`src/rtl/prco_uart_pkg.sv`:
```
`default_nettype none
// ============================================================================
//  Module   : prco_uart_pkg
//  Purpose  : Shared constants for the UART transmit arbiter and serializer.
//  Revision : 1.0  initial release
// ============================================================================
package prco_uart_pkg;

    localparam int DATA_BITS = 8;

    localparam logic [1:0] ST_IDLE  = 2'd0;
    localparam logic [1:0] ST_START = 2'd1;
    localparam logic [1:0] ST_DATA  = 2'd2;
    localparam logic [1:0] ST_STOP  = 2'd3;

    localparam logic [1:0] GRANT_NONE = 2'b00;
    localparam logic [1:0] GRANT_REQ0 = 2'b01;
    localparam logic [1:0] GRANT_REQ1 = 2'b10;

    // Round-robin pointer value favouring the requester that did not own the packet.
    function automatic logic rr_after(input logic [1:0] owner);
        return (owner == GRANT_REQ0);
    endfunction

endpackage
`default_nettype wire

```
`src/rtl/prco_uart_tx_serializer.sv`:
```
`default_nettype none
// ============================================================================
//  Module   : prco_uart_tx_serializer
//  Purpose  : 8N1 serializer; a load strobe in IDLE launches one frame.
//  Revision : 1.0  initial release
// ============================================================================
module prco_uart_tx_serializer
    import prco_uart_pkg::*;
#(
    parameter int CLKS_PER_BIT = 434
) (
    input  logic                 i_clk,
    input  logic                 i_reset_n,
    input  logic                 i_load,
    input  logic [DATA_BITS-1:0] i_byte,
    output logic                 o_tx,
    output logic                 o_busy,
    output logic                 o_done
);

    localparam int c_CNT_W = (CLKS_PER_BIT > 2) ? $clog2(CLKS_PER_BIT) : 1;
    localparam logic [c_CNT_W-1:0] c_BAUD_MAX  = c_CNT_W'(CLKS_PER_BIT - 1);
    localparam logic [2:0]         c_LAST_BIT  = 3'(DATA_BITS - 1);

    logic [1:0]           r_state;
    logic [c_CNT_W-1:0]   r_baud;
    logic [2:0]           r_bit;
    logic [DATA_BITS-1:0] r_shift;
    logic                 r_tx;
    logic                 w_bit_end;

    assign w_bit_end = (r_baud == c_BAUD_MAX);

    always_ff @(posedge i_clk or negedge i_reset_n) begin
        if (!i_reset_n) begin
            r_state <= ST_IDLE;
            r_baud  <= '0;
            r_bit   <= '0;
            r_shift <= '0;
            r_tx    <= 1'b1;
        end else begin
            case (r_state)
                ST_IDLE: begin
                    r_baud <= '0;
                    r_bit  <= '0;
                    if (i_load) begin
                        r_shift <= i_byte;
                        r_tx    <= 1'b0;
                        r_state <= ST_START;
                    end
                end
                ST_START: begin
                    if (w_bit_end) begin
                        r_baud  <= '0;
                        r_tx    <= r_shift[0];
                        r_state <= ST_DATA;
                    end else begin
                        r_baud <= r_baud + c_CNT_W'(1);
                    end
                end
                ST_DATA: begin
                    if (w_bit_end) begin
                        r_baud <= '0;
                        if (r_bit == c_LAST_BIT) begin
                            r_bit   <= '0;
                            r_tx    <= 1'b1;
                            r_state <= ST_STOP;
                        end else begin
                            // Shift first so r_shift[0] always mirrors the bit on the line.
                            r_bit   <= r_bit + 3'd1;
                            r_shift <= r_shift >> 1;
                            r_tx    <= r_shift[1];
                        end
                    end else begin
                        r_baud <= r_baud + c_CNT_W'(1);
                    end
                end
                ST_STOP: begin
                    if (w_bit_end) begin
                        r_baud  <= '0;
                        r_state <= ST_IDLE;
                    end else begin
                        r_baud <= r_baud + c_CNT_W'(1);
                    end
                end
                default: r_state <= ST_IDLE;
            endcase
        end
    end

    assign o_tx   = r_tx;
    assign o_busy = (r_state != ST_IDLE);
    assign o_done = (r_state == ST_STOP) && w_bit_end;

endmodule
`default_nettype wire

```
`src/rtl/prco_uart_tx_arbiter.sv`:
```
`default_nettype none
// ============================================================================
//  Module   : prco_uart_tx_arbiter
//  Purpose  : Round-robin, packet-locked sharing of one UART TX pin by two
//             byte requesters (core output and debug reporter).
//  Revision : 1.0  initial release
// ============================================================================
module prco_uart_tx_arbiter
    import prco_uart_pkg::*;
#(
    parameter int CLKS_PER_BIT = 434
) (
    input  logic       i_clk,
    input  logic       i_reset_n,
    input  logic       i_en,
    input  logic       i_req0_valid,
    input  logic [7:0] i_req0_byte,
    input  logic       i_req0_last,
    output logic       q_req0_ready,
    input  logic       i_req1_valid,
    input  logic [7:0] i_req1_byte,
    input  logic       i_req1_last,
    output logic       q_req1_ready,
    output logic       q_tx,
    output logic       q_busy,
    output logic [1:0] q_grant,
    output logic       q_frame_done
);

    logic       r_armed;
    logic       r_lock;
    logic       r_rr;
    logic [1:0] r_grant;

    logic       w_busy;
    logic       w_done;
    logic [1:0] w_pick;
    logic       w_load;
    logic [7:0] w_byte;
    logic       w_last;

    // r_armed holds both readies low while reset is asserted.
    always_comb begin
        w_pick = GRANT_NONE;
        if (i_en && r_armed && !w_busy) begin
            if (r_lock) begin
                if (r_grant == GRANT_REQ0 && i_req0_valid)
                    w_pick = GRANT_REQ0;
                else if (r_grant == GRANT_REQ1 && i_req1_valid)
                    w_pick = GRANT_REQ1;
            end else if (i_req0_valid && i_req1_valid) begin
                w_pick = r_rr ? GRANT_REQ1 : GRANT_REQ0;
            end else if (i_req0_valid) begin
                w_pick = GRANT_REQ0;
            end else if (i_req1_valid) begin
                w_pick = GRANT_REQ1;
            end
        end
    end

    assign w_load = (w_pick != GRANT_NONE);
    assign w_byte = (w_pick == GRANT_REQ1) ? i_req1_byte : i_req0_byte;
    assign w_last = (w_pick == GRANT_REQ1) ? i_req1_last : i_req0_last;

    always_ff @(posedge i_clk or negedge i_reset_n) begin
        if (!i_reset_n) begin
            r_armed <= 1'b0;
            r_lock  <= 1'b0;
            r_rr    <= 1'b0;
            r_grant <= GRANT_NONE;
        end else begin
            r_armed <= 1'b1;
            if (w_load) begin
                r_grant <= w_pick;
                r_lock  <= !w_last;
            end else if (w_done && !r_lock) begin
                // Packet complete: free the line and favour the other requester.
                r_grant <= GRANT_NONE;
                r_rr    <= rr_after(r_grant);
            end
        end
    end

    prco_uart_tx_serializer #(
        .CLKS_PER_BIT (CLKS_PER_BIT)
    ) u_serializer (
        .i_clk     (i_clk),
        .i_reset_n (i_reset_n),
        .i_load    (w_load),
        .i_byte    (w_byte),
        .o_tx      (q_tx),
        .o_busy    (w_busy),
        .o_done    (w_done)
    );

    assign q_req0_ready = (w_pick == GRANT_REQ0);
    assign q_req1_ready = (w_pick == GRANT_REQ1);
    assign q_busy       = w_busy;
    assign q_grant      = r_grant;
    assign q_frame_done = w_done;

endmodule
`default_nettype wire
```
`config.mk`:
```
export PLATFORM = sky130hd
export DESIGN_NAME = prco_uart_tx_arbiter
export DESIGN_NICKNAME = d
export VERILOG_FILES = /design/src/rtl/prco_uart_pkg.sv /design/src/rtl/prco_uart_tx_serializer.sv /design/src/rtl/prco_uart_tx_arbiter.sv
export SDC_FILE = /design/constraint.sdc
export NUM_CORES = 1
export LEC_CHECK = 0
export ABC_CLOCK_PERIOD_IN_PS = 2960
export BUFFER_PORTS_ARGS = -buffer_cell sky130_fd_sc_hd__clkbuf_2
export CORE_ASPECT_RATIO = 0.75
export CORE_MARGIN = 5
export CORE_UTILIZATION = 35
export CTS_BUF_LIST = sky130_fd_sc_hd__clkbuf_16
export DETAILED_ROUTE_END_ITERATION = 7
export REMOVE_ABC_BUFFERS = 1
export SYNTH_ARGS = -nofsm -noshare
export SYNTH_HDL_FRONTEND = slang
export SYNTH_HIERARCHICAL = 1
export SYNTH_SLANG_ARGS = --single-unit
```
`constraint.sdc`:
```
create_clock -name i_clk -period 2.96 [get_ports i_clk]
set_input_delay 0.592 -clock i_clk [delete_from_list [all_inputs] [get_ports i_clk]]
set_output_delay 0.592 -clock i_clk [all_outputs]
set_load 0.02 [all_outputs]
```
-- Word level (Yosys, flattened, before mapping)
Cells that the tools add are included.
- bits in registers: 28
- output and inout bits: 7
- logic and storage cells: 81
- multiplexer cells: 32
- reduce and logical (&&, ||, !) cells: 22
- add/subtract/negate cells: 2
- equality and inequality tests: 15
- bitwise gates (word level): 1
- operator list (kind ; count):
    $mux 8 ; 4
    $mux 2 ; 15
    $pmux 9 s2 ; 1
    $pmux 8 s2 ; 1
    $ne 2x1->1 const B ; 5
    $add 9x1->9 const B ; 1
    $eq 9x9->1 const B ; 1
    $mux 9 ; 1
    $eq 2x2->1 const B ; 4
    $pmux 2 s4 ; 1
    $reduce_and 4->1 ; 2
    $reduce_bool 2->1 ; 4
    $logic_and 1x1->1 ; 7
    $eq 2x1->1 const B ; 3
    $mux 3 ; 2
    $pmux 3 s2 ; 1
    $mux 1 ; 5
    $reduce_and 5->1 ; 1
    $reduce_and 2->1 ; 2
    $add 3x1->3 const B ; 1
    $eq 3x3->1 const B ; 1
    $logic_not 1->1 ; 3
    $pmux 1 s3 ; 1
    $reduce_bool 3->1 ; 1
    other kinds (4) ; 4

-- Logic depth before layout (Yosys ltp)
Gate-level depths: netlist of the first run.
- depth after elaboration: 10
- mapped depth: 12
- depth with buffers taken out: 11

-- Hierarchy
The synthesis of the first run kept the hierarchy.
- modules (own cells, without submodules) (module ; area each (µm²) ; cells each ; instances):
    prco_uart_tx_serializer ; 1287.5 ; 119 ; 1
    prco_uart_tx_arbiter ; 392.9 ; 36 ; 1

-- Worst setup path after synthesis of the first run
No wires, ideal clock.
- kind: reg-to-reg
- start point: register u_serializer.r_state[0]
- end point: register u_serializer.r_shift[0]
- path buffers: 1
- cell stages (with the launch flop): 13
- arrival: 2.523 ns
- slack: 0.312 ns
- data required time: 2.835 ns
- setup time: 0.125 ns
- cell sequence: dfrtp_1 inv_1 ha_1 inv_1 nand4b_1 a211oi_2 buf_6 inv_1 nand2_1 nand2b_1 nand2b_1 o21ai_4 mux2_4
- longest elaborated chain between the ends: 8
- RTL lines (what ; RTL line ; RTL):
    from (decl) ; prco_uart_tx_serializer.sv:25 ; logic [1:0] r_state;
    from (signal assigned) ; prco_uart_tx_serializer.sv:36 ; r_state <= ST_IDLE;
    from (signal assigned) ; prco_uart_tx_serializer.sv:49 ; r_state <= ST_START;
    from (signal assigned) ; prco_uart_tx_serializer.sv:56 ; r_state <= ST_DATA;
    $reduce_bool 2->1 ; prco_uart_tx_serializer.sv:92 ; assign o_busy = (r_state != ST_IDLE);
    named net q_busy ; prco_uart_tx_arbiter.sv:25 ; output logic q_busy,
    $logic_not 1->1 ; prco_uart_tx_arbiter.sv:45 ; if (i_en && r_armed && !w_busy) begin
    $logic_and 1x1->1 ; prco_uart_tx_arbiter.sv:45 ;
    $mux 2 ; prco_uart_tx_arbiter.sv:45 ;
    $eq 2x2->1 ; - ;
    named net q_req1_ready ; prco_uart_tx_arbiter.sv:23 ; output logic q_req1_ready,
    $mux 8 ; prco_uart_tx_arbiter.sv:62 ; assign w_byte = (w_pick == GRANT_REQ1) ? i_req1_byte : i_req0_byte;
    $mux 8 ; prco_uart_tx_serializer.sv:46 ; if (i_load) begin
    $pmux 8 s2 ; prco_uart_tx_serializer.sv:42 ; case (r_state)
    to (signal assigned) ; prco_uart_tx_serializer.sv:47 ; r_shift <= i_byte;
    to (signal assigned) ; prco_uart_tx_serializer.sv:71 ; r_shift <= r_shift >> 1;
    to (decl) ; prco_uart_tx_serializer.sv:28 ; logic [DATA_BITS-1:0] r_shift;
The timed path passes the listed nets, and every way through them passes these cells. The select of a mux whose other input is x is not followed.
A chain may end at the register's enable or synchronous reset.

-- Final worst setup path of the first run
- start point: register u_serializer.r_state[0]
- end point: output port q_req1_ready
- longest elaborated chain between the ends: 5
- RTL lines (what ; RTL line ; RTL):
    $reduce_bool 2->1 ; prco_uart_tx_serializer.sv:92 ;
    $logic_not 1->1 ; prco_uart_tx_arbiter.sv:45 ;
    $logic_and 1x1->1 ; prco_uart_tx_arbiter.sv:45 ;
    $mux 2 ; prco_uart_tx_arbiter.sv:45 ;
    $eq 2x2->1 ; prco_uart_tx_arbiter.sv:97 ; assign q_req1_ready = (w_pick == GRANT_REQ1);
    to (decl) ; prco_uart_tx_arbiter.sv:23 ;
No other way between the ends.

==> results.txt, run 1 <==
VDD IR max -> 399 uV
Number of distinct library cells after synthesis -> 37
Top cell by count, worst path -> sky130_fd_sc_hd__inv_1
Portion of the post-synthesis area used by sequential elements -> 41.8%
Share of async-settable or async-resettable flops after synthesis -> 100%
Die Wd -> 90.0 microns
Chip height -> 70.0 microns
Final-layout setup total negative slack -> 0 ns
Post-CTS setup buffer count -> 0
DP Area -> 1890 sq um
Max-slew headroom -> 53.9%
Number of violations of the max-capacitance limit -> 0
Number of global-route vias before repair -> 1176
Post-route non-filler standard cell count -> 243
Final weighted congestion in routability-driven placement -> 0.777
Ports -> 30
Worst Path Arrival -> 1.93 ns
Antenna fix cells -> 0
Most used flip-flop cell after synthesis -> sky130_fd_sc_hd__dfrtp_1
Finished layout cell area -> 1990 sq um
Layout-stage area growth over the synthesis result -> 18.5%
Initial Util -> 37.0%
Cell-internal power -> 0.00110 W
Number of instances in the synthesized netlist -> 155
Filler instances -> 420
Maximum cell stage delay along the critical path -> 0.44 ns
Drt first pass iters -> 4
Unrepaired setup endpoints after global routing -> false
Maximum buffer depth of the clock tree -> 2
First-pass GRT wire length -> 5540 microns
Final nets -> 219
Total Routing Usage GR -> 10.5%
Antenna violations before repair -> 0
Synth warn -> 6
Data required time at the worst endpoint -> 2.37 ns
FP Rows -> 21
Leakage -> 0.932 nW
Inserted Clock Buffers -> 3
Commonest non-fill, non-tap cells in the layout -> sky130_fd_sc_hd__clkbuf_2, sky130_fd_sc_hd__dfrtp_1, sky130_fd_sc_hd__mux2_2, sky130_fd_sc_hd__nor2_1, sky130_fd_sc_hd__nand2_1
Final ANT Viol Nets -> 0
Final period util -> 85.2%
Source-to-sink clock delay at the later pin of the worst-skew pair -> 0.26 ns
Post-Route Skew -> 0.00504 ns
Vias per std cell -> 4.70
HPWL reported at the end of detailed placement -> 2370 microns
Nature of the critical path endpoint -> output pin
Avg Synthesized Cell Area -> 10.8 sq um
Full die area -> 6300 sq um
Post-route setup slack -> 0.439 ns
Outcome -> complete, no violations
Port buffer count -> 29
Core Footprint -> 4550 sq um
Class of the most critical hold timing path -> in2async
Switching power total -> 0.000550 W
Flop and latch count out of synthesis -> 28
Total via count in the routed design -> 1142
Seq pwr share -> 36.9%
Pin count of the biggest net entering global routing -> 29
Clock tree from TritonCTS -> yes
Clock root cell -> sky130_fd_sc_hd__clkbuf_16
Proportion of layout cells with a drive suffix above 1 -> 36.6%
Post-CTS clock slew at the launch and capture registers of the worst setup and hold paths -> 0.07 ns
Largest fanout on the critical path -> 12
Total Power Consumption -> 0.00165 W
Count of final setup violators -> 0
Kind of critical path -> reg2out
Highest clock frequency the design can meet -> 0.397 GHz
CP Launch Type -> register
Post-layout min period -> 2.52 ns
Most common library cell in the layout ignoring fill and taps -> sky130_fd_sc_hd__clkbuf_2
Count of flip-flops with a built-in enable after synthesis -> 0
Number of levels the H-tree was split into -> 1
Final WL -> 3070 microns
Number of endpoints with negative hold slack in the final report -> 0
Fraction of power spent switching nets -> 33.4%
Placed Cells incl. Taps -> 239
CP Cell Sequence -> inv_1, ha_1, inv_1, nand4b_1, a211oi_2, buf_4, clkbuf_2
Transition time at the pin with the least slew margin -> 0.692 ns
Sinks on Clock Net -> 28
Wirelength per Cell -> 12.6 microns
Share of power burned in the clock network -> 24.0%
Final Max Tran Viols -> 0
Power density normalized to cell area -> 828 nW/um^2
GR Overflow Total -> 0
Post-CTS Hold Fix Bufs -> 0
Iter 0 DRT Violations -> 53
Mapped Area -> 1680 sq um
Proportion of power drawn by combinational gates -> 39.0%
Crit path max-delay cell type -> sky130_fd_sc_hd__dfrtp_1
Residual DRC -> 0
Post-Place Worst Slack -> 0.495 ns
Resized Gates After CTS -> 0
[sequential cells by signal (all words and copies together) (netlist names)]
| signal | cells |
|---|---|
| u_serializer/r_baud | 9 |
| u_serializer/r_shift | 8 |
| u_serializer/r_bit | 3 |
| q_grant | 2 |
| u_serializer/r_state | 2 |
| r_armed | 1 |
| r_lock | 1 |
| r_rr | 1 |
| u_serializer/o_tx | 1 |
[synth_stat cells, drive strengths merged, types with 2 or more instances]
cell	number	area [sq um]
a21oi	3	15.0
and4b	2	20.0
buf	4	25.0
dfrtp	27	676
ha	9	113
inv	10	37.5
mux2	25	308
nand2	13	48.8
nand2b	6	37.5
nand3	7	35.0
nand3b	2	15.0
nand4	2	18.8
nor2	15	56.3
nor3b	2	20.0
o211ai	3	22.5
o21ai	5	47.5
xnor2	6	52.6
[worst max-delay path: cells and delay by family (launching register included)]
family | cells | cell delay [ns]
compound gates | 1 | 0.18
fa+ha+maj | 1 | 0.24
buf+inv | 4 | 0.62
flops | 1 | 0.44
simple gates | 1 | 0.19
[final cells by class]
class | count | area (sq um) | area share [%]
tap | 57 | 71.3 | 3.58
clock buffer | 3 | 75.1 | 3.77
timing repair buffer | 31 | 160 | 8.04
sequential | 28 | 702 | 35.2
multi-input combinational | 113 | 916 | 46.0
clock inverter | 1 | 30.0 | 1.51
inverter | 10 | 37.5 | 1.88
[through the flow]
stage	util, %	hold slack, ns
2_1_floorplan	-	0.296
3_3_place_gp	41.5	0.494
6_report	43.8	0.361
4_1_cts	43.8	0.393
3_5_place_dp	41.5	0.493
5_1_grt	43.8	0.440
[power by group through the flow]
stage	combinational [W]	clock, W	sequential, W
after global placement	0.000659	0	0.000611
final	0.000644	0.000396	0.000608
after global routing	0.000738	0.000426	0.000625
after floorplan	0.000490	0	0.000605
after detailed placement	0.000650	0	0.000613
after CTS	0.000655	0.000407	0.000609
[routing by layer]
metal  wire (microns)  share of wire [%]  vias up  GRT usage, %
met4               29               0.95        0          2.48
li1                 -                  -      589             -
met1             1620                 53      535          14.7
met2             1310                 43       16          16.1
met3              104                3.4        2          3.00
met5                0                  0        -             0
[cells by family after synthesis]
| family | count (synthesis) | synth area share (%) |
|---|---|---|
| AOI/OAI and AO/OA | 16 | 8.19 |
| xor gates and xnor gates | 7 | 3.65 |
| adders and majority gates | 9 | 6.70 |
| buffers and inverters | 14 | 3.72 |
| DFF | 28 | 41.8 |
| muxes | 25 | 18.3 |
| other | 1 | 0.223 |
| and+or+nand+nor | 55 | 17.4 |
[path summary, 6_finish.rpt]
check / startpoint / endpoint / slack [ns] / depth (start not counted)
max in group asynchronous: i_reset_n / u_serializer/r_shift[1] / 2.15 / 1
min in group i_clk: u_serializer/r_shift[6] / u_serializer/r_shift[6] / 0.51 / 1
worst min-delay path: i_reset_n / u_serializer/r_baud[4] / 0.36 / 1
worst min register to register: u_serializer/r_shift[6] / u_serializer/r_shift[6] / 0.51 / 1
worst max-delay path: u_serializer/r_state[0] / q_req1_ready / 0.44 / 7
worst max register to register: u_serializer/r_state[0] / u_serializer/r_shift[2] / 0.48 / 11
(Power assumes the default switching activity.)
==> inputs of run 2 (changes only) <==
--- a/config.mk
+++ b/config.mk
@@ -5,15 +5,14 @@
 export SDC_FILE = /design/constraint.sdc
 export NUM_CORES = 1
 export LEC_CHECK = 0
-export ABC_CLOCK_PERIOD_IN_PS = 2960
-export BUFFER_PORTS_ARGS = -buffer_cell sky130_fd_sc_hd__clkbuf_2
+export ABC_CLOCK_PERIOD_IN_PS = 2700
 export CORE_ASPECT_RATIO = 0.75
 export CORE_MARGIN = 5
 export CORE_UTILIZATION = 35
 export CTS_BUF_LIST = sky130_fd_sc_hd__clkbuf_16
 export DETAILED_ROUTE_END_ITERATION = 7
+export DONT_BUFFER_PORTS = 1
 export REMOVE_ABC_BUFFERS = 1
 export SYNTH_ARGS = -nofsm -noshare
 export SYNTH_HDL_FRONTEND = slang
-export SYNTH_HIERARCHICAL = 1
 export SYNTH_SLANG_ARGS = --single-unit
==> constraint.sdc (replaced) <==
create_clock -name i_clk -period 2.7 [get_ports i_clk]
set_input_delay 0.54 -clock i_clk [delete_from_list [all_inputs] [get_ports i_clk]]
set_output_delay 0.54 -clock i_clk [all_outputs]
set_load 0.02 [all_outputs]
==> run 2 against run 1 <==
Compared with the run above: clock-buffer cell count unchanged; combinational power shrank 95%; hold slack got worse by 0.27 ns; core utilization decreased by 4.5 points; critical endpoint unchanged; largest cell class unchanged; largest power group is now registers.
==> results.txt, run 2 <==
Portion of the post-synthesis area used by sequential elements -> 39.6% (was 41.8%)
Final WL -> 3830 microns (was 3070 microns)
VDD IR max -> 251 uV (was 399 uV)
Core Footprint -> 4900 sq um (was 4550 sq um)
Power density normalized to cell area -> 420 nW/um^2 (was 828 nW/um^2)
Post-CTS clock slew at the launch and capture registers of the worst setup and hold paths -> 0.07 ns (about the same)
Sinks on Clock Net -> 28 (unchanged)
Final weighted congestion in routability-driven placement -> 0.755 (was 0.777)
Vias per std cell -> 5.41 (was 4.70)
Worst Path Arrival -> 1.92 ns (was 1.93 ns)
Unrepaired setup endpoints after global routing -> false (unchanged)
Crit path max-delay cell type -> sky130_fd_sc_hd__a211o_2 (was sky130_fd_sc_hd__dfrtp_1)
Proportion of layout cells with a drive suffix above 1 -> 14.0% (was 36.6%)
Resized Gates After CTS -> 0 (unchanged)
Chip height -> 71.7 microns (was 70.0 microns)
CP Launch Type -> register (unchanged)
Flop and latch count out of synthesis -> 28 (unchanged)
Max-slew headroom -> 50.0% (was 53.9%)
Number of levels the H-tree was split into -> 1 (unchanged)
Top cell by count, worst path -> sky130_fd_sc_hd__inv_1 (unchanged)
HPWL reported at the end of detailed placement -> 2830 microns (was 2370 microns)
Register with the most flip-flops -> u_serializer.r_baud (was u_serializer/r_baud)
Max reg flops -> 9 (unchanged)
FP Rows -> 22 (was 21)
Drt first pass iters -> 4 (unchanged)
Class of the most critical hold timing path -> in2async (unchanged)
Final period util -> 91.1%
Total via count in the routed design -> 1249 (was 1142)
Detailed-routed wire length on met2 -> 1700 microns (was 1310 microns)
Synth warn -> 0 (was 6)
Clock root cell -> sky130_fd_sc_hd__clkbuf_16 (unchanged)
Fin Hold WS -> 0.0908 ns (was 0.361 ns)
Commonest non-fill, non-tap cells in the layout -> sky130_fd_sc_hd__dfrtp_1, sky130_fd_sc_hd__nor2_1, sky130_fd_sc_hd__inv_1, sky130_fd_sc_hd__nor2b_1, sky130_fd_sc_hd__ha_1 (was sky130_fd_sc_hd__clkbuf_2, sky130_fd_sc_hd__dfrtp_1, sky130_fd_sc_hd__mux2_2, sky130_fd_sc_hd__nor2_1, sky130_fd_sc_hd__nand2_1)
Iter 0 DRT Violations -> 98 (was 53)
Most frequent cells after synthesis -> sky130_fd_sc_hd__dfrtp_1, sky130_fd_sc_hd__nor2_1, sky130_fd_sc_hd__inv_1 (was sky130_fd_sc_hd__dfrtp_1, sky130_fd_sc_hd__mux2_2, sky130_fd_sc_hd__nor2_1)
First-pass GRT wire length -> 6500 microns (was 5540 microns)
Length of routed met3 wiring -> 212 microns (was 104 microns)
Final nets -> 204 (was 219)
Ports -> 30 (unchanged)
Total Routing Usage GR -> 12.6% (was 10.5%)
Transition time at the pin with the least slew margin -> 0.751 ns (was 0.692 ns)
Avg Synthesized Cell Area -> 10.4 sq um (was 10.8 sq um)
Wirelength per Cell -> 16.6 microns (was 12.6 microns)
Mapped Area -> 1770 sq um (was 1680 sq um)
Clock tree from TritonCTS -> yes (unchanged)
M1 wire length -> 1890 microns (was 1620 microns)
Final-layout setup total negative slack -> 0 ns (unchanged)
Nature of the critical path endpoint -> output pin (unchanged)
Number of distinct library cells after synthesis -> 52 (was 37)
Source-to-sink clock delay at the later pin of the worst-skew pair -> 0.26 ns (about the same)
Logic depth of the worst register-to-register path -> 6 (was 11)
Most used flip-flop cell after synthesis -> sky130_fd_sc_hd__dfrtp_1 (unchanged)
Total Power Consumption -> 0.000808 W (was 0.00165 W)
Area share of the largest cell type after synthesis -> 38.1% (was 40.2%)
Initial Util -> 36.2% (was 37.0%)
Highest clock frequency the design can meet -> 0.407 GHz
Final Max Tran Viols -> 0 (unchanged)
Top post-synthesis cells by area -> sky130_fd_sc_hd__dfrtp_1, sky130_fd_sc_hd__ha_1, sky130_fd_sc_hd__nor2b_1 (was sky130_fd_sc_hd__dfrtp_1, sky130_fd_sc_hd__mux2_2, sky130_fd_sc_hd__ha_1)
Outcome -> complete, no violations (unchanged)
Number of violations of the max-capacitance limit -> 0 (unchanged)
CP Cell Sequence -> inv_1, ha_1, nand4_4, a211o_2, inv_1 (was inv_1, ha_1, inv_1, nand4b_1, a211oi_2, buf_4, clkbuf_2)
GR Overflow Total -> 0 (unchanged)
Post-CTS setup buffer count -> 0 (unchanged)
Port buffer count -> 0 (was 29)
Antenna violations before repair -> 0 (unchanged)
Number of global-route vias before repair -> 1210 (was 1176)
Maximum cell stage delay along the critical path -> 0.44 ns (about the same)
Maximum buffer depth of the clock tree -> 2 (unchanged)
Largest fanout on the critical path -> 15 (was 12)
Number of instances in the synthesized netlist -> 171 (was 155)
Residual DRC -> 0 (unchanged)
Number of endpoints with negative hold slack in the final report -> 0 (unchanged)
Final ANT Viol Nets -> 0 (unchanged)
Antenna fix cells -> 0 (unchanged)
Die Wd -> 92.2 microns (was 90.0 microns)
Count of final setup violators -> 0 (unchanged)
Most common library cell in the layout ignoring fill and taps -> sky130_fd_sc_hd__dfrtp_1 (was sky130_fd_sc_hd__clkbuf_2)
Largest registers -> u_serializer.r_baud x9, u_serializer.r_shift x8, u_serializer.r_bit x3 (was u_serializer/r_baud x9, u_serializer/r_shift x8, u_serializer/r_bit x3)
Count leader, synth -> sky130_fd_sc_hd__dfrtp_1 (unchanged)
Inserted Clock Buffers -> 3 (unchanged)
Kind of critical path -> reg2out (unchanged)
Full die area -> 6610 sq um (was 6300 sq um)
Data required time at the worst endpoint -> 2.16 ns (was 2.37 ns)
Post-layout min period -> 2.46 ns
Pin count of the biggest net entering global routing -> 28 (was 29)
Layout-stage area growth over the synthesis result -> 8.53% (was 18.5%)
Share of async-settable or async-resettable flops after synthesis -> 100% (unchanged)
Leakage -> 0.827 nW (was 0.932 nW)
Cell type with the largest total area after synthesis -> sky130_fd_sc_hd__dfrtp_1 (unchanged)
Post-Route Skew -> 0.00331 ns (was 0.00504 ns)
Highest layer used for signal routing -> met4 (unchanged)
Count of flip-flops with a built-in enable after synthesis -> 0 (unchanged)
run 2: cell types whose count changed after synthesis, moves of 3 or more:
cell / before / now
sky130_fd_sc_hd__nor2b_1: 1 / 10
sky130_fd_sc_hd__mux2i_1: 0 / 3
sky130_fd_sc_hd__inv_1: 10 / 13
sky130_fd_sc_hd__a221oi_1: 0 / 7
sky130_fd_sc_hd__mux2_4: 7 / 1
sky130_fd_sc_hd__o211ai_1: 3 / 0
sky130_fd_sc_hd__mux2_2: 18 / 2
sky130_fd_sc_hd__o22ai_1: 0 / 6
sky130_fd_sc_hd__a2111oi_0: 0 / 7
sky130_fd_sc_hd__nand2_1: 13 / 8
run 2: per-layer routing:
metal / global-route usage (%) / vias up
li1: - / 625
met1: 18.9 / 594
met2: 17.5 / 28
met3: 3.36 / 2
met4: 3.95 / 0
met5: 0 / -
run 2: layout make-up:
type,count,area [sq um]
fill,489,2970
inverter,14,55.1
clock inverter,1,3.75
multi-input combinational,123,987
timing repair buffer,2,27.5
clock buffer,3,75.1
tap,60,75.1
sequential,28,702
run 2: repair_timing:
action,4_1_cts,5_1_grt
hold endpoints to repair,27,0
endpoints found under the setup margin,0,0
hold buffers,1,0
run 2: report_power, final:
group / total, W / internal (W) / switching, W / leakage [nW]
registers: 0.000430 / 0.000426 / 0.00000429 / 0.347
logic: 0.0000334 / 0.0000159 / 0.0000175 / 0.442
clock network: 0.000344 / 0.000199 / 0.000145 / 0.0385
run 2: worst max-delay path: cells and delay by family, from the launching register on:
kind,cells,cell delay [ns]
adders and majority gates,1,0.23
DFF,1,0.40
and+or+nand+nor,1,0.14
AOI/OAI and AO/OA,1,0.44
buffers and inverters,2,0.45
run 2: final timing paths:
kind,from,to,slack [ns]
max,u_serializer.r_state[0],q_req1_ready,0.24
max reg2reg,u_serializer.r_state[0],u_serializer.r_shift[0],0.34
max in group asynchronous,i_reset_n,u_serializer.r_shift[3],2.45
min reg2reg,u_serializer.r_bit[2],u_serializer.r_bit[2],0.50
min in group i_clk,i_req0_last,r_lock,0.40
min,i_reset_n,u_serializer.r_baud[1],0.09
run 2: cells by family (layout without fill, tap and decap cells):
group                    after synthesis  in the layout  synth area share, %
AO/OA/AOI/OAI                         38             38                 20.0
XOR/XNOR                               7              7                 3.46
adder cells (fa/ha/maj)                9              9                 6.35
buffers and inverters                 20             20                 4.80
flip-flops                            28             28                 39.6
multiplexers                           6              6                 3.81
other                                  1              1                0.211
AND/OR/NAND/NOR                       62             62                 21.9
run 2: stage by stage:
step / utilization, % / std cells / setup WS [ns] / instance area (sq um)
after global placement: 37.3 / 226 / 0.468 / 1830
after CTS: 39.3 / 231 / 0.222 / 1930
final: 39.3 / 231 / 0.241 / 1930
after global routing: 39.3 / 231 / 0.0821 / 1930
after floorplan: - / 165 / 0.488 / 1740
after detailed placement: 37.3 / 226 / 0.373 / 1830
==> inputs of run 3 (changes only) <==
--- a/config.mk
+++ b/config.mk
@@ -12,6 +12,7 @@
 export CTS_BUF_LIST = sky130_fd_sc_hd__clkbuf_16
 export DETAILED_ROUTE_END_ITERATION = 7
 export DONT_BUFFER_PORTS = 1
+export PLACE_DENSITY = 0.55
 export REMOVE_ABC_BUFFERS = 1
 export SYNTH_ARGS = -nofsm -noshare
 export SYNTH_HDL_FRONTEND = slang
==> run 3 against run 2 <==
Compared with the run above: design area increased by 1.8%; clock skew decreased by 0.00051 ns; hold slack improved by 0.0024 ns; core utilization increased by 0.69 points; global-route usage increased by 0.14 points; non-clock buffer count increased by 1; cell count increased by 0.43%; setup slack got worse by 0.019 ns; clock power increased by 26%; flip-flop and latch count unchanged; critical path type unchanged; critical endpoint unchanged; largest cell class unchanged.
==> results.txt, run 3 (synthesis results as in run 2) <==
Total via count in the routed design -> 1296 (was 1249)
Initial Util -> 36.2% (unchanged)
Core Footprint -> 4900 sq um (unchanged)
Detailed-routed wire length on met2 -> 1940 microns (was 1700 microns)
Nature of the critical path endpoint -> output pin (unchanged)
Antenna fix cells -> 0 (unchanged)
Layout-stage area growth over the synthesis result -> 10.4% (was 8.53%)
Kind of critical path -> reg2out (unchanged)
Final weighted congestion in routability-driven placement -> 0.764 (was 0.755)
Post-CTS setup buffer count -> 0 (unchanged)
Final nets -> 205 (was 204)
First-pass GRT wire length -> 6770 microns (was 6500 microns)
Crit path max-delay cell type -> sky130_fd_sc_hd__a211o_2 (unchanged)
Transition time at the pin with the least slew margin -> 0.809 ns (was 0.751 ns)
Largest fanout on the critical path -> 15 (unchanged)
Final WL -> 3990 microns (was 3830 microns)
Max-slew headroom -> 46.1% (was 50.0%)
Inserted Clock Buffers -> 3 (unchanged)
Area of all sequential standard cells -> 702 sq um (unchanged)
FP Rows -> 22 (unchanged)
Wirelength per Cell -> 17.2 microns (was 16.6 microns)
Maximum cell stage delay along the critical path -> 0.45 ns (was 0.44 ns)
GR Overflow Total -> 0 (unchanged)
Source-to-sink clock delay at the later pin of the worst-skew pair -> 0.26 ns (about the same)
Register with the most flip-flops -> u_serializer.r_baud (unchanged)
Fin Hold WS -> 0.0932 ns (was 0.0908 ns)
Maximum buffer depth of the clock tree -> 2 (unchanged)
Residual DRC -> 0 (unchanged)
Class of the most critical hold timing path -> in2async (unchanged)
Final-layout setup total negative slack -> 0 ns (unchanged)
Post-Route Skew -> 0.00279 ns (was 0.00331 ns)
Outcome -> complete, no violations (unchanged)
Ports -> 30 (unchanged)
Highest clock frequency the design can meet -> 0.404 GHz (was 0.407 GHz)
Port buffer count -> 0 (unchanged)
Number of violations of the max-capacitance limit -> 0 (unchanged)
Total Routing Usage GR -> 12.7% (was 12.6%)
Max reg flops -> 9 (unchanged)
Clock tree from TritonCTS -> yes (unchanged)
Final Max Tran Viols -> 0 (unchanged)
Sinks on Clock Net -> 28 (unchanged)
Post-route non-filler standard cell count -> 232 (was 231)
Resized Gates After CTS -> 0 (unchanged)
Drt first pass iters -> 4 (unchanged)
Data required time at the worst endpoint -> 2.16 ns (about the same)
Antenna violations before repair -> 0 (unchanged)
Critical path's top delay family -> buffers and inverters (unchanged)
Clock root cell -> sky130_fd_sc_hd__clkbuf_16 (unchanged)
Full die area -> 6610 sq um (unchanged)
Worst Path Arrival -> 1.94 ns (was 1.92 ns)
Post-Place Worst Slack -> 0.419 ns (was 0.373 ns)
Power density normalized to cell area -> 458 nW/um^2 (was 420 nW/um^2)
Number of buffer and inverter instances along the worst setup path -> 2 (unchanged)
Chip height -> 71.7 microns (unchanged)
Final period util -> 91.8% (was 91.1%)
Largest registers -> u_serializer.r_baud x9, u_serializer.r_shift x8, u_serializer.r_bit x3 (unchanged)
CP Cell Sequence -> inv_1, ha_1, nand4_4, a211o_2, inv_1 (unchanged)
Highest layer used for signal routing -> met4 (unchanged)
Pin count of the biggest net entering global routing -> 28 (unchanged)
Die Wd -> 92.2 microns (unchanged)
Length of routed met3 wiring -> 154 microns (was 212 microns)
Top cell by count, worst path -> sky130_fd_sc_hd__inv_1 (unchanged)
M1 wire length -> 1870 microns (was 1890 microns)
Number of endpoints with negative hold slack in the final report -> 0 (unchanged)
VDD IR max -> 288 uV (was 251 uV)
Number of global-route vias before repair -> 1322 (was 1210)
Final ANT Viol Nets -> 0 (unchanged)
Vias per std cell -> 5.59 (was 5.41)
Filler instances -> 481 (was 489)
CP Launch Type -> register (unchanged)
HPWL reported at the end of detailed placement -> 2980 microns (was 2830 microns)
Post-CTS clock slew at the launch and capture registers of the worst setup and hold paths -> 0.07 ns (about the same)
Commonest non-fill, non-tap cells in the layout -> sky130_fd_sc_hd__dfrtp_1, sky130_fd_sc_hd__nor2_1, sky130_fd_sc_hd__inv_1, sky130_fd_sc_hd__nor2b_1, sky130_fd_sc_hd__ha_1 (unchanged)
Number of levels the H-tree was split into -> 1 (unchanged)
Iter 0 DRT Violations -> 79 (was 98)
Proportion of layout cells with a drive suffix above 1 -> 15.1% (was 14.0%)
Post-route setup slack -> 0.222 ns (was 0.241 ns)
Post-layout min period -> 2.48 ns (was 2.46 ns)
Unrepaired setup endpoints after global routing -> false (unchanged)
Placed Cells incl. Taps -> 227 (was 226)
Leakage -> 0.845 nW (was 0.827 nW)
Most common library cell in the layout ignoring fill and taps -> sky130_fd_sc_hd__dfrtp_1 (unchanged)
Multi-input combinational cell area -> 987 sq um (unchanged)
Count of final setup violators -> 0 (unchanged)
## run 3: final cells by class
type	count	share of cell area, %
Clock inverter	1	1.53
Tap cell	60	3.83
Timing Repair Buffer	3	1.79
Multi-Input combinational cell	123	50.4
Sequential cell	28	35.8
Clock buffer	3	3.83
Inverter	14	2.81
## run 3: repair_timing
action	4_1_cts	5_1_grt
endpoints found under the setup margin	0	0
hold buffers	1	0
endpoints found under the hold margin	27	0
## run 3: per-layer routing
layer	vias to the layer above	GRT usage [%]
li1	631	-
met1	644	17.7
met2	19	20.2
met3	2	3.46
met4	0	2.14
met5	-	0
## run 3: path summary, 6_finish.rpt
path | startpoint | slack [ns] | depth (start not counted) | to
setup reg to reg | u_serializer.r_state[0] | 0.40 | 5 | u_serializer.r_shift[6]
min in group i_clk | i_req0_last | 0.42 | 1 | r_lock
max in group asynchronous | i_reset_n | 2.45 | 1 | u_serializer.r_shift[5]
setup / recovery | u_serializer.r_state[0] | 0.22 | 5 | q_req1_ready
hold / removal | i_reset_n | 0.09 | 1 | u_serializer.r_baud[3]
hold reg to reg | u_serializer.r_bit[0] | 0.50 | 1 | u_serializer.r_bit[0]
## run 3: stage by stage
| step | power, W | utilization (%) | cell area (sq um) |
|---|---|---|---|
| after floorplan | 0.000456 | - | 1740 |
| after global placement | 0.000460 | 37.4 | 1830 |
| after detailed placement | 0.000461 | 37.4 | 1830 |
| after CTS | 0.000912 | 40.0 | 1960 |
| after global routing | 0.000936 | 40.0 | 1960 |
| final | 0.000898 | 40.0 | 1960 |
## run 3: worst reg2reg max path: cells and delay by family (launching register included)
family | cells | cell delay [ns]
compound gates | 3 | 0.91
fa+ha+maj | 1 | 0.70
flops | 1 | 0.41
buf+inv | 1 | 0.13
## run 3: report_power, final
part           leakage [nW]  internal [W]  switching (W)
Sequential            0.347      0.000426     0.00000435
Combinational         0.447     0.0000159      0.0000169
Clock                0.0511      0.000295       0.000140
